$ cat src/rtl/tm_pkg.sv
// rtl/tm_pkg.sv - shared types, defaults and width helpers for the TM inference sequencer
package tm_pkg;

  typedef enum logic [1:0] {IDLE, RUN, DRAIN, DONE} state_t;

  localparam int DEF_CHUNK_W     = 64;
  localparam int DEF_NUM_CHUNKS  = 4;
  localparam int DEF_NUM_CLAUSES = 10;

  function automatic int addr_w(input int n);
    return (n > 1) ? $clog2(n) : 1;
  endfunction

  // Tally counts 0..NUM_CLAUSES/2 inclusive
  function automatic int tally_w(input int clauses);
    return $clog2(clauses / 2 + 1);
  endfunction

endpackage

$ cat src/rtl/tm_chunk_eval.sv
// rtl/tm_chunk_eval.sv - combinational clause evaluation of one feature slice
module tm_chunk_eval #(
  parameter int W = 64
) (
  input  logic [W-1:0] x,
  input  logic [W-1:0] ep,
  input  logic [W-1:0] en,
  output logic         fail,
  output logic         incl
);

  // An included literal that evaluates false kills the conjunction
  assign fail = |((~ep & ~x) | (~en & x));
  assign incl = ~&{en, ep};

endmodule

$ cat src/rtl/tm_inference_sequencer.sv
// rtl/tm_inference_sequencer.sv - time-multiplexed Tsetlin Machine clause evaluation and voting
module tm_inference_sequencer
  import tm_pkg::*;
#(
  parameter int CHUNK_W     = DEF_CHUNK_W,
  parameter int NUM_CHUNKS  = DEF_NUM_CHUNKS,
  parameter int NUM_CLAUSES = DEF_NUM_CLAUSES
) (
  input  logic                                         clk,
  input  logic                                         rst_n,
  input  logic                                         start,
  output logic                                         busy,
  output logic                                         rd_en,
  output logic [addr_w(NUM_CHUNKS)-1:0]                feat_addr,
  output logic [addr_w(NUM_CLAUSES*NUM_CHUNKS)-1:0]    excl_addr,
  input  logic [CHUNK_W-1:0]                           feat_rdata,
  input  logic [2*CHUNK_W-1:0]                         excl_rdata,
  output logic                                         done,
  output logic                                         verdict,
  output logic [tally_w(NUM_CLAUSES)-1:0]              pos_count,
  output logic [tally_w(NUM_CLAUSES)-1:0]              neg_count
);

  localparam int FA_W = addr_w(NUM_CHUNKS);
  localparam int EA_W = addr_w(NUM_CLAUSES * NUM_CHUNKS);
  localparam int CL_W = addr_w(NUM_CLAUSES);
  localparam int T_W  = tally_w(NUM_CLAUSES);

  state_t            state, state_nxt;
  logic [FA_W-1:0]   chunk;
  logic [CL_W-1:0]   clause;
  logic [EA_W-1:0]   lin;
  logic              last_chunk, last_read;

  logic              p_valid, p_first, p_last, p_pos;
  logic              fail, incl;
  logic              clause_ok, any_incl;
  logic              ok_in, inc_in, clause_out;
  logic              pos_inc, neg_inc;
  logic [T_W-1:0]    pos_tally, neg_tally, pos_nxt, neg_nxt;

  assign last_chunk = (chunk == FA_W'(NUM_CHUNKS - 1));
  assign last_read  = (state == RUN) && last_chunk && (clause == CL_W'(NUM_CLAUSES - 1));
  assign feat_addr  = chunk;
  assign excl_addr  = lin;

  always_ff @(posedge clk or negedge rst_n) begin
    if (!rst_n) state <= IDLE;
    else        state <= state_nxt;
  end

  always_comb begin
    state_nxt = state;
    busy      = 1'b1;
    rd_en     = 1'b0;
    done      = 1'b0;
    case (state)
      IDLE: begin
        busy = 1'b0;
        if (start) state_nxt = RUN;
      end
      RUN: begin
        rd_en = 1'b1;
        if (last_read) state_nxt = DRAIN;
      end
      DRAIN: state_nxt = DONE;
      DONE: begin
        done      = 1'b1;
        state_nxt = IDLE;
      end
      default: state_nxt = IDLE;
    endcase
  end

  // lin tracks clause*NUM_CHUNKS+chunk so no multiplier is needed
  always_ff @(posedge clk or negedge rst_n) begin
    if (!rst_n) begin
      chunk  <= '0;
      clause <= '0;
      lin    <= '0;
    end else if (state == RUN) begin
      if (last_chunk) begin
        chunk  <= '0;
        clause <= last_read ? '0 : clause + CL_W'(1);
      end else begin
        chunk  <= chunk + FA_W'(1);
      end
      lin <= last_read ? '0 : lin + EA_W'(1);
    end
  end

  // Slice attributes delayed to line up with the RAM read latency
  always_ff @(posedge clk or negedge rst_n) begin
    if (!rst_n) begin
      p_valid <= 1'b0;
      p_first <= 1'b0;
      p_last  <= 1'b0;
      p_pos   <= 1'b0;
    end else begin
      p_valid <= rd_en;
      p_first <= (chunk == '0);
      p_last  <= last_chunk;
      p_pos   <= (clause >= CL_W'(NUM_CLAUSES / 2));
    end
  end

  tm_chunk_eval #(.W(CHUNK_W)) u_eval (
    .x    (feat_rdata),
    .ep   (excl_rdata[CHUNK_W-1:0]),
    .en   (excl_rdata[2*CHUNK_W-1:CHUNK_W]),
    .fail (fail),
    .incl (incl)
  );

  assign ok_in      = p_first ? 1'b1 : clause_ok;
  assign inc_in     = p_first ? 1'b0 : any_incl;
  assign clause_out = ok_in & ~fail & (inc_in | incl);
  assign pos_inc    = p_valid & p_last & p_pos & clause_out;
  assign neg_inc    = p_valid & p_last & ~p_pos & clause_out;
  assign pos_nxt    = pos_tally + T_W'(pos_inc);
  assign neg_nxt    = neg_tally + T_W'(neg_inc);

  always_ff @(posedge clk or negedge rst_n) begin
    if (!rst_n) begin
      clause_ok <= 1'b0;
      any_incl  <= 1'b0;
      pos_tally <= '0;
      neg_tally <= '0;
    end else begin
      if (p_valid) begin
        clause_ok <= ok_in & ~fail;
        any_incl  <= inc_in | incl;
      end
      if (state == IDLE && start) begin
        pos_tally <= '0;
        neg_tally <= '0;
      end else if (p_valid) begin
        pos_tally <= pos_nxt;
        neg_tally <= neg_nxt;
      end
    end
  end

  // Loaded from the final tally so results are visible alongside done
  always_ff @(posedge clk or negedge rst_n) begin
    if (!rst_n) begin
      pos_count <= '0;
      neg_count <= '0;
      verdict   <= 1'b0;
    end else if (state == DRAIN) begin
      pos_count <= pos_nxt;
      neg_count <= neg_nxt;
      verdict   <= (pos_nxt > neg_nxt);
    end
  end

endmodule

$ cat config.mk
export PLATFORM = sky130hd
export DESIGN_NAME = tm_inference_sequencer
export DESIGN_NICKNAME = d
export VERILOG_FILES = /design/src/rtl/tm_pkg.sv /design/src/rtl/tm_chunk_eval.sv /design/src/rtl/tm_inference_sequencer.sv
export SDC_FILE = /design/constraint.sdc
export NUM_CORES = 1
export LEC_CHECK = 0
export BUFFER_PORTS_ARGS = -buffer_cell sky130_fd_sc_hd__buf_2
export CORE_MARGIN = 4
export CORE_UTILIZATION = 40
export DETAILED_ROUTE_END_ITERATION = 8
export GPL_TIMING_DRIVEN = 0
export MAX_ROUTING_LAYER = met4
export PLACE_DENSITY = 0.89
export SETUP_SLACK_MARGIN = 0.05
export SLEW_MARGIN = 25
export SYNTH_ARGS = -nofsm -noshare
export SYNTH_HDL_FRONTEND = slang
export SYNTH_SLANG_ARGS = --single-unit
$ cat constraint.sdc
create_clock -name clk -period 4.2 [get_ports clk]
set_input_delay 1.26 -clock clk [delete_from_list [all_inputs] [get_ports clk]]
set_output_delay 1.26 -clock clk [all_outputs]
set_load 0.005 [all_outputs]
==> metrics <==
status finished, final reports clean; number of global-route vias before repair 3706; grt met3 use 5.509%; drt total wl 12290 um; Final #Nets 728; via count 3367; Top FF cell, synth dfrtp_1; sequential fraction of the synthesis area 30.53%; CP Max Fanout 3; fin crit period 4146 ps; Hold Vio Cnt, Final 0; Max Slew Vio Count 0; Post-Synth Simple-Gate Area 25.02%; PwrDens 298.7 nW/um^2; TritonCTS clock tree done; post-synth top area share 30.53%; drt wl/cell 20.69 um; Worst-path clk slew 70 ps; DP Area 3862 um^2; post-synthesis async set-or-reset flop share 100.0%; antenna violations before repair 0; R2R cell count 14; largest net degree at the start of global routing 34; port bufs 212; final hold slack 512.5 ps; Worst R2R Setup Slack 720 ps; syn nets 506; fin area 4178 um^2; P_leak 2.182 nW; Crit. End Element flop; Slew @ Worst Pin 703.8 ps; final critical-path share of the clock period 98.70%; Startpoint Class input port; GRT met2 Usage 54.14%; post-synth cell types 37; CTS root buf clkbuf_8; Routed Antenna Nets 0; clk_skew 4.930 ps; I/O pin count 213; post-synth top area cell dfrtp_1; die area 8142 um^2; clock buffer depth 2; clk_lat worst skew 280 ps; first-pass GRT wire length 18670 um; Req. time, crit path 4370 ps; initial drt markers 223; Chip Width 90.24 um; Synth area leaders dfrtp_1, mux2i_1, nand4_1; slew margin rel. 53.08%; Arr. time, crit path 4310 ps; Post-Synth Adder-Cell Area 8.233%; Post-synth EDFFs 0; Fmax 0.2412 GHz; Num CTS Buffers 5; # rows 29; mux contribution to synthesized area 22.99%; die height 90.24 um; post-synthesis cell count 294; n_diodes 0; Mean Syn Cell Area 9.201 um^2; Pre-antenna DRT Iters 4; GRT Total Usage 29.88%; DRC 0; final setup fails 0; vias per inst 5.668; routing usage on met1 32.36%; critical path class input port to flop; commonest non-fill, non-tap cells in the layout buf_2, mux2i_1, nand4_1; Yosys warnings 0; XOR/XNOR Fraction of Synth Area 2.266%; Post-DP HPWL 10530 um; post-synthesis instance area 2705 um^2; post-cts hold buffer count 0; Compound-Gate Fraction of Synth Area 7.216%; worst vdd ir 0.3587 mV; Critical R2R Capture verdict; FF+latch count, synth 33; commonest non-fill, non-tap cell in the layout buf_2; GRT Max-Usage Layer met2; maxcap violations 0; Worst setup startpoint excl_rdata[74]; RSZ-0062 raised after global routing yes; share of cells above drive strength 1 49.13%; RR Startpoint p_valid; Syn-to-layout area delta 54.44%; CTS sink count 33; Clock H-tree levels 2; Overflow after GRT 0; GPL Wtd Cong 1.010; largest family of logic cells by synthesized area simple AND/OR/NAND/NOR gates; worst hold path class flop to flop; Starting Density 41.88%; Core Box Area 6459 um^2; critical path endpoint verdict
## flip-flops by register name (all words and copies together) (netlist names), 2 cells and up
signal and count:
pos_tally 3, neg_tally 3, pos_count 3, excl_addr 6
neg_count 3, clause 4, state 2, feat_addr 2
## stage by stage
step                setup slack, ps  util (%)  power (mW)  setup TNS (ps)  std cells
floorplan                     114.6         -      0.6803               0        294
global placement             -361.8     59.80      0.8947          -361.8        583
detailed placement           -375.7     59.80      0.9274          -375.7        583
CTS                           50.39     62.46       1.246               0        591
global route                 -4.326     64.68       1.335          -4.326        594
finish                        54.44     64.68       1.248               0        594
## layer usage
metal / vias to the layer above / wire length [um]
met5: - / 0
met4: 0 / 495
met3: 43 / 755
met2: 172 / 6419
met1: 1576 / 4618
li1: 1576 / -
## synthesized netlist by cell type (4+ instances only)
master     n
nand2_1   12
nor3_1     8
a21oi_1    5
ha_1      17
o22ai_1   10
mux2_2     9
nor4_1    19
o21ai_0    7
mux2i_1   52
inv_1     23
clkbuf_1   4
nand2b_1   5
nor2_1    16
xor2_1     6
nand4_1   38
dfrtp_1   33
## power breakdown
group | switching, mW | total (mW) | internal, mW | leakage (nW)
Sequential | 0.0487 | 0.423 | 0.374 | 0.438
Combinational | 0.279 | 0.519 | 0.241 | 1.69
Clock | 0.112 | 0.306 | 0.193 | 0.0585
Total | 0.439 | 1.25 | 0.808 | 2.18
## worst min-delay path by stage
| stage | startpoint | to | slack (ps) | cells after the start |
|---|---|---|---|---|
| 5_1_grt | pos_count[0] | pos_count[0] | 530 | 1 |
| 6_report | neg_count[0] | neg_count[0] | 510 | 1 |
| 4_1_cts | pos_count[0] | pos_count[0] | 510 | 1 |
| 2_1_floorplan | any_incl | any_incl | 480 | 2 |
| 3_5_place_dp | pos_count[0] | pos_count[0] | 500 | 1 |
| 3_3_place_gp | verdict | verdict | 490 | 1 |
## critical path, stage by stage
cell     delay [ps]
buf_6            80
and2b_1         170
or4_4           490
nor4_4          220
nand4_1         160
buf_4           180
nor4_4          280
ha_2            260
ha_4            220
inv_4            50
ha_4            200
a21oi_4         140
a21oi_2          50
maj3_2          280
mux2_4          260
## cells by family (layout without fill, tap and decap cells)
group,count (synthesis),after routing
multiplexers,61,61
flip-flops,33,33
XOR/XNOR,7,7
adder cells (fa/ha/maj),18,18
AO/OA/AOI/OAI,31,31
buffers and inverters,27,250
AND/OR/NAND/NOR,117,117
## cell type report
class                   instances  area, um^2
clock buffers                   7       86.33
inverters                      23       88.84
clock inverters                 1       30.03
repair buffers                215        1102
well taps                      77       96.34
plain buffers                   4       15.01
multi-input cells             234        1933
fillers                       571        2281
flip-flops and latches         33       825.8
## repair_timing
action,CTS,global route
pin swaps,6,14
gates resized for setup,9,21
setup buffers,0,3
setup endpoints to repair,1,1
gates cloned,0,0
(Power assumes the default switching activity.)
